### config.mk
export PLATFORM = sky130hd
export DESIGN_NAME = proj_serial_divider_n
export DESIGN_NICKNAME = d
export VERILOG_FILES = /design/src/rtl/proj_serial_divider_n.sv
export SDC_FILE = /design/constraint.sdc
export NUM_CORES = 1
export LEC_CHECK = 0
export ABC_CLOCK_PERIOD_IN_PS = 3400
export BUFFER_PORTS_ARGS = -buffer_cell sky130_fd_sc_hd__buf_4
export CAP_MARGIN = 20
export CORE_MARGIN = 1
export CORE_UTILIZATION = 55
export DETAILED_ROUTE_END_ITERATION = 10
export PLACE_DENSITY = 0.78
export SYNTH_ARGS = -nofsm -noshare
export SYNTH_HDL_FRONTEND = slang
export SYNTH_SLANG_ARGS = --single-unit
### constraint.sdc
create_clock -name clk_i -period 3.4 [get_ports clk_i]
set_input_delay 0 -clock clk_i [delete_from_list [all_inputs] [get_ports clk_i]]
set_output_delay 0 -clock clk_i [all_outputs]
set_load 0.05 [all_outputs]
### src/rtl/proj_serial_divider_n.sv
// Multi-cycle radix-2 restoring divider behind a Wishbone slave register block.
// Supports signed/unsigned modes, RISC-V style div-by-zero/overflow results and blinky pads.
module proj_serial_divider_n #(
  parameter int               WBW       = 32,
  parameter int               LAW       = 32,
  parameter int               XLEN      = 32,
  parameter logic [WBW-1:0]   BASE_ADDR = 32'h3000_0000,
  parameter int               BLINK_W   = 24
) (
  input  logic               clk_i,
  input  logic               reset_i,
  input  logic               wbs_stb_i,
  input  logic               wbs_cyc_i,
  input  logic               wbs_we_i,
  input  logic [WBW/8-1:0]   wbs_sel_i,
  input  logic [WBW-1:0]     wbs_adr_i,
  input  logic [WBW-1:0]     wbs_dat_i,
  output logic               wbs_ack_o,
  output logic [WBW-1:0]     wbs_dat_o,
  output logic [LAW-1:0]     la_data_o,
  output logic               hw_blinky_o,
  output logic               sw_blinky_o
);

  localparam int              CNT_W   = $clog2(XLEN);
  localparam logic [XLEN-1:0] MIN_INT = {1'b1, {(XLEN-1){1'b0}}};

  typedef enum logic [2:0] {
    S_IDLE,
    S_PREP,
    S_CALC,
    S_FIX,
    S_DONE
  } state_t;

  state_t              state;
  logic [CNT_W-1:0]    count;
  logic [XLEN-1:0]     dividend, divisor;
  logic [XLEN-1:0]     quotient, remainder;
  logic [XLEN-1:0]     acc, q, mag_b_q;
  logic                neg_a_q, neg_q_q;
  logic                signed_mode, sw_blink, done, div_by_zero, overflow;
  logic [BLINK_W-1:0]  blink_cnt;

  logic                busy, wb_go, hit, wr;
  logic [5:0]          word;
  logic [WBW-1:0]      be_mask, rdata;
  logic [XLEN-1:0]     wmask, dividend_next, divisor_next;
  logic                neg_a, neg_b;
  logic [XLEN-1:0]     mag_a, mag_b;
  logic [XLEN:0]       shifted, trial;
  logic                trial_ok;
  logic                start_ok;

  assign busy  = (state != S_IDLE);
  assign wb_go = wbs_stb_i && wbs_cyc_i && !wbs_ack_o;
  assign hit   = (wbs_adr_i[WBW-1:8] == BASE_ADDR[WBW-1:8]) && (wbs_adr_i[1:0] == 2'b00);
  assign word  = wbs_adr_i[7:2];
  assign wr    = wb_go && wbs_we_i && hit;
  assign start_ok = wr && (word == 6'd2) && wbs_sel_i[0] && wbs_dat_i[0] && !busy;

  // NOTE: combinational blocks assign every output up front so no path leaves a latch.
  always_comb begin
    be_mask = '0;
    for (int b = 0; b < WBW; b++) be_mask[b] = wbs_sel_i[b/8];
    wmask         = be_mask[XLEN-1:0];
    dividend_next = (dividend & ~wmask) | (wbs_dat_i[XLEN-1:0] & wmask);
    divisor_next  = (divisor  & ~wmask) | (wbs_dat_i[XLEN-1:0] & wmask);

    rdata = '0;
    if (hit) begin
      case (word)
        6'd0:    rdata = WBW'(dividend);
        6'd1:    rdata = WBW'(divisor);
        6'd2:    rdata = WBW'({overflow, div_by_zero, done, sw_blink, signed_mode, busy});
        6'd3:    rdata = WBW'(quotient);
        6'd4:    rdata = WBW'(remainder);
        default: rdata = '0;
      endcase
    end
  end

  // Operand magnitudes and the restoring trial subtraction for one quotient bit.
  always_comb begin
    neg_a    = signed_mode && dividend[XLEN-1];
    neg_b    = signed_mode && divisor[XLEN-1];
    mag_a    = neg_a ? -dividend : dividend;
    mag_b    = neg_b ? -divisor  : divisor;
    shifted  = {acc, q[XLEN-1]};
    trial    = shifted - {1'b0, mag_b_q};
    trial_ok = !trial[XLEN];
  end

  // NOTE: sequential state uses non-blocking assignments so every register samples pre-edge values.
  always_ff @(posedge clk_i) begin
    if (reset_i) begin
      state       <= S_IDLE;
      count       <= '0;
      dividend    <= '0;
      divisor     <= '0;
      quotient    <= '0;
      remainder   <= '0;
      acc         <= '0;
      q           <= '0;
      mag_b_q     <= '0;
      neg_a_q     <= 1'b0;
      neg_q_q     <= 1'b0;
      signed_mode <= 1'b0;
      sw_blink    <= 1'b0;
      done        <= 1'b0;
      div_by_zero <= 1'b0;
      overflow    <= 1'b0;
      wbs_ack_o   <= 1'b0;
      wbs_dat_o   <= '0;
    end else begin
      wbs_ack_o <= wb_go;
      wbs_dat_o <= (wb_go && !wbs_we_i) ? rdata : '0;

      if (wr && word == 6'd0 && !busy) dividend <= dividend_next;
      if (wr && word == 6'd1 && !busy) divisor  <= divisor_next;
      if (wr && word == 6'd2 && wbs_sel_i[0]) begin
        sw_blink <= wbs_dat_i[2];
        if (!busy)        signed_mode <= wbs_dat_i[1];
        if (wbs_dat_i[3]) done        <= 1'b0;
      end

      // FSM sits after the register writes so a done set in DONE wins over clr_done.
      case (state)
        S_IDLE: begin
          if (start_ok) begin
            done        <= 1'b0;
            div_by_zero <= 1'b0;
            overflow    <= 1'b0;
            state       <= S_PREP;
          end
        end
        S_PREP: begin
          if (divisor == '0) begin
            q           <= '1;
            acc         <= dividend;
            div_by_zero <= 1'b1;
            state       <= S_DONE;
          end else if (signed_mode && dividend == MIN_INT && divisor == '1) begin
            q        <= MIN_INT;
            acc      <= '0;
            overflow <= 1'b1;
            state    <= S_DONE;
          end else begin
            q       <= mag_a;
            acc     <= '0;
            mag_b_q <= mag_b;
            neg_a_q <= neg_a;
            neg_q_q <= neg_a ^ neg_b;
            count   <= CNT_W'(XLEN-1);
            state   <= S_CALC;
          end
        end
        S_CALC: begin
          acc <= trial_ok ? trial[XLEN-1:0] : shifted[XLEN-1:0];
          q   <= {q[XLEN-2:0], trial_ok};
          if (count == '0) state <= S_FIX;
          else             count <= count - CNT_W'(1);
        end
        S_FIX: begin
          if (neg_q_q) q   <= -q;
          if (neg_a_q) acc <= -acc;
          state <= S_DONE;
        end
        S_DONE: begin
          quotient  <= q;
          remainder <= acc;
          done      <= 1'b1;
          state     <= S_IDLE;
        end
        default: state <= S_IDLE;
      endcase
    end
  end

  always_ff @(posedge clk_i) begin
    if (reset_i) blink_cnt <= '0;
    else         blink_cnt <= blink_cnt + BLINK_W'(1);
  end

  assign hw_blinky_o = blink_cnt[BLINK_W-1];
  assign sw_blinky_o = sw_blink;
  assign la_data_o   = LAW'(quotient);

endmodule

==> metrics.md <==
| Metric | Value |
|---|---|
| Cells after Synth | `2,230` |
| CP Capture Type | `register` |
| Worst-margin pin slew | `1.13 ns` |
| DRC | `0` |
| Most Frequent Cell on Critical Path | `nand2_1` |
| CTS tree | `built` |
| Final cell count without fillers | `2,804` |
| Max stage delay on crit path | `0.84 ns` |
| I/O Buffers | `139` |
| Starting Density | `0.565` |
| # placed instances | `2,693` |
| Post-DR vias/cell | `6.50` |
| Ant diodes | `0` |
| Post-synth EDFFs | `0` |
| P_int | `5.60 mW` |
| Die X | `178 µm` |
| H-tree depth | `2` |
| Post-synthesis sequential area ratio | `0.349` |
| Synthesized flop and latch total | `296` |
| Clock power share | `0.489` |
| GRT met2 Usage | `0.595` |
| CTS max path bufs | `3` |
| Max IR drop VDD | `0.351 mV` |
| Fmax | `301 MHz` |
| FP Rows | `63` |
| DRT antenna net count | `0` |
| Buf/Inv on CP | `1` |
| Area growth from synthesis to layout | `19.4%` |
| Total Wirelength | `63,900 µm` |
| Drt wl/cell | `22.8 µm` |
| Hold violation total from the final report | `0` |
| Slew HR | `0.245` |
| Slew Limit Fails | `0` |
| I/O Pins | `140` |
| Yosys warns | `0` |
| Share of cells above drive strength 1 | `0.147` |
| Initial antenna violation count | `1` |
| Dominant synthesized flop cell | `dfxtp_1` |
| CP Cell Sequence | `nor4_1 > nand2_1 > nor4_2 > o21ba_2 > nand3_2 > buf_12 > nand2_1 > a311oi_1` |
| Worst setup SP type | `register` |
| Core ar. | `30,000 µm²` |
| CP max stage cell | `nor4_1` |
| CTS Buf Count | `34` |
| Worst R2R Path Depth | `8` |
| Worst hold endpoint | `remainder[17]$_SDFFE_PP0P_` |
| Reg-to-reg endpoint | `count[1]$_SDFFE_PP0P_` |
| Critical Path RT | `3.84 ns` |
| Top cell family by delay on the critical path | `simple AND/OR/NAND/NOR gates` |
| Minimum clock period | `3.32 ns` |
| M3 GR Usage | `0.105` |
| Post-synth ARST share | `0` |
| Worst min path class | `in2reg` |
| Post-synthesis area per instance | `7.61 µm²` |
| Initial drt markers | `2,686` |
| Clock latency on the worst-skew pair | `0.54 ns` |
| Cell variety after synth | `84` |
| Pin count of the biggest net entering global routing | `103` |
| Post-Syn Nets | `2,344` |
| First-pass GRT wire length | `95,900 µm` |
| Setup TNS | `0 ns` |
| Clk_skew | `0.0231 ns` |
| Sw frac | `0.223` |
| Critical path class | `reg2reg` |
| GR Overflow Total | `0` |
| Met1 Usage GRT | `0.537` |
| Dpl hpwl | `46,200 µm` |
| Synth Cell Area | `17,000 µm²` |
| Outcome | `complete, no violations` |
| GR peak layer | `met2` |
| Drt first pass iters | `7` |
| CP Max Fanout | `57` |
| Vias in the first global route | `16,600` |
| Register-to-Register Setup Slack | `0.08 ns` |
| Period Utilization, post-route | `0.976` |
| RSZ-0062 raised after global routing | `false` |
| Comb power frac | `0.029` |
| Worst hold path cell count | `2` |
| CP arrival | `3.76 ns` |
| Die ar. | `31,600 µm²` |
| Die Ht | `178 µm` |
| MaxCap Viol Count | `0` |
| Seq pwr share | `0.482` |
| Setup-failing EPs final | `0` |
| Pwr/cell area | `356 nW/µm²` |
| P_leak | `7.83 nW` |
| Via count | `18,200` |
| Total GRT Usage | `0.395` |
| Gpl congestion | `1.02` |
| Switch Pwr | `1.61 mW` |
| Critical path depth | `8` |
| Clock sinks | `296` |
| Hold Path Origin | `reset_i` |
| Root Buffer | `clkbuf_16` |
| Final nets | `2,508` |
| Clk slew on worst S/H paths | `0.06 ns` |
==> stage by stage <==
stage                     worst slack (ns)   util  hold slack, ns  area [µm²]  power, mW
after floorplan                      0.514      -           0.147       17000       3.62
after global placement               0.230  0.621           0.270       18700       3.71
after detailed placement             0.115  0.621           0.279       18700       3.72
after CTS                           0.0814  0.674        0.000446       20200       7.20
after global routing                0.0180  0.675          0.0488       20300       7.36
final                               0.0805  0.675          0.0167       20300       7.21
==> logic make-up after synthesis <==
family,share of synthesized area
adder cells (fa/ha/maj),0.0307
AND/OR/NAND/NOR,0.245
flip-flops,0.349
XOR/XNOR,0.0707
buffers and inverters,0.0573
multiplexers,0.0209
AO/OA/AOI/OAI,0.226
==> synth_stat cells, types with 11 or more instances <==
| library cell | count | area share |
|---|---|---|
| a21oi_1 | 280 | 0.083 |
| o211ai_1 | 11 | 0.0049 |
| o22ai_1 | 16 | 0.0059 |
| nand4_1 | 19 | 0.0070 |
| a31oi_1 | 17 | 0.0063 |
| ha_1 | 40 | 0.029 |
| a211oi_1 | 35 | 0.015 |
| a222oi_1 | 32 | 0.019 |
| xor2_1 | 58 | 0.030 |
| nand2_1 | 340 | 0.075 |
| o31ai_1 | 18 | 0.0080 |
| mux2i_1 | 32 | 0.019 |
| nand3_1 | 104 | 0.031 |
| clkbuf_1 | 141 | 0.031 |
| or4_1 | 17 | 0.0075 |
| o21ai_0 | 67 | 0.020 |
| a22oi_1 | 18 | 0.0080 |
| nand2b_1 | 22 | 0.0081 |
| dfxtp_1 | 296 | 0.35 |
| and3_1 | 16 | 0.0059 |
| o21ai_1 | 27 | 0.0080 |
| nor4_1 | 25 | 0.0092 |
| buf_2 | 12 | 0.0035 |
| xnor2_1 | 79 | 0.041 |
| inv_1 | 61 | 0.013 |
| nor2_1 | 191 | 0.042 |
| nor3_1 | 58 | 0.017 |
==> cell type report <==
cell class	count	area (µm²)
well taps	390	488
clock buffers	48	953
flip-flops and latches	296	5930
repair buffers	304	2460
clock inverters	8	90.1
inverters	61	229
fillers	2473	9760
multi-input cells	1697	10100
==> placed cells by master, fill, tap and decap left out, types with 34 or more instances in the layout <==
cell type / synthesis / final
nand2_1: 340 / 339
dfxtp_1: 296 / 295
a21oi_1: 280 / 279
buf_4: 8 / 246
nor2_1: 191 / 190
nand3_1: 104 / 104
xnor2_1: 79 / 79
o21ai_0: 67 / 67
inv_1: 61 / 61
xor2_1: 58 / 58
nor3_1: 58 / 57
dlygate4sd3_1: 0 / 54
ha_1: 40 / 40
a211oi_1: 35 / 34
clkbuf_16: 0 / 34
==> worst max path at each step <==
stage / startpoint / end
after floorplan: acc[20]$_SDFFE_PP0P_ / acc[1]$_SDFFE_PP0P_
after global placement: q[31]$_SDFFE_PP0P_ / acc[0]$_SDFFE_PP0P_
after detailed placement: q[31]$_SDFFE_PP0P_ / acc[29]$_SDFFE_PP0P_
after CTS: q[31]$_SDFFE_PP0P_ / acc[20]$_SDFFE_PP0P_
after global routing: q[31]$_SDFFE_PP0P_ / acc[3]$_SDFFE_PP0P_
final: register / count[1]$_SDFFE_PP0P_
==> power by group through the flow <==
stage	Sequential (mW)	Clock [mW]	Combinational [mW]
after floorplan	3.55	0	0.0701
after global placement	3.55	0	0.162
after detailed placement	3.55	0	0.165
after CTS	3.48	3.52	0.201
after global routing	3.47	3.67	0.219
final	3.48	3.52	0.210
==> routing by layer <==
metal / up-vias / wire, µm / share of wire
li1: 8256 / - / -
met1: 8553 / 25100 / 0.39
met2: 1225 / 27500 / 0.43
met3: 195 / 8730 / 0.14
met4: 2 / 2560 / 0.040
met5: - / 13 / 0.00020
==> repair_timing <==
item / CTS / global route
resized for setup: 0 / 6
hold buffers: 54 / 0
endpoints found under the setup margin: 0 / 32
endpoints found under the hold margin: 69 / 0
buffers inserted: 0 / 1
Power figures use the tool's default switching activity.
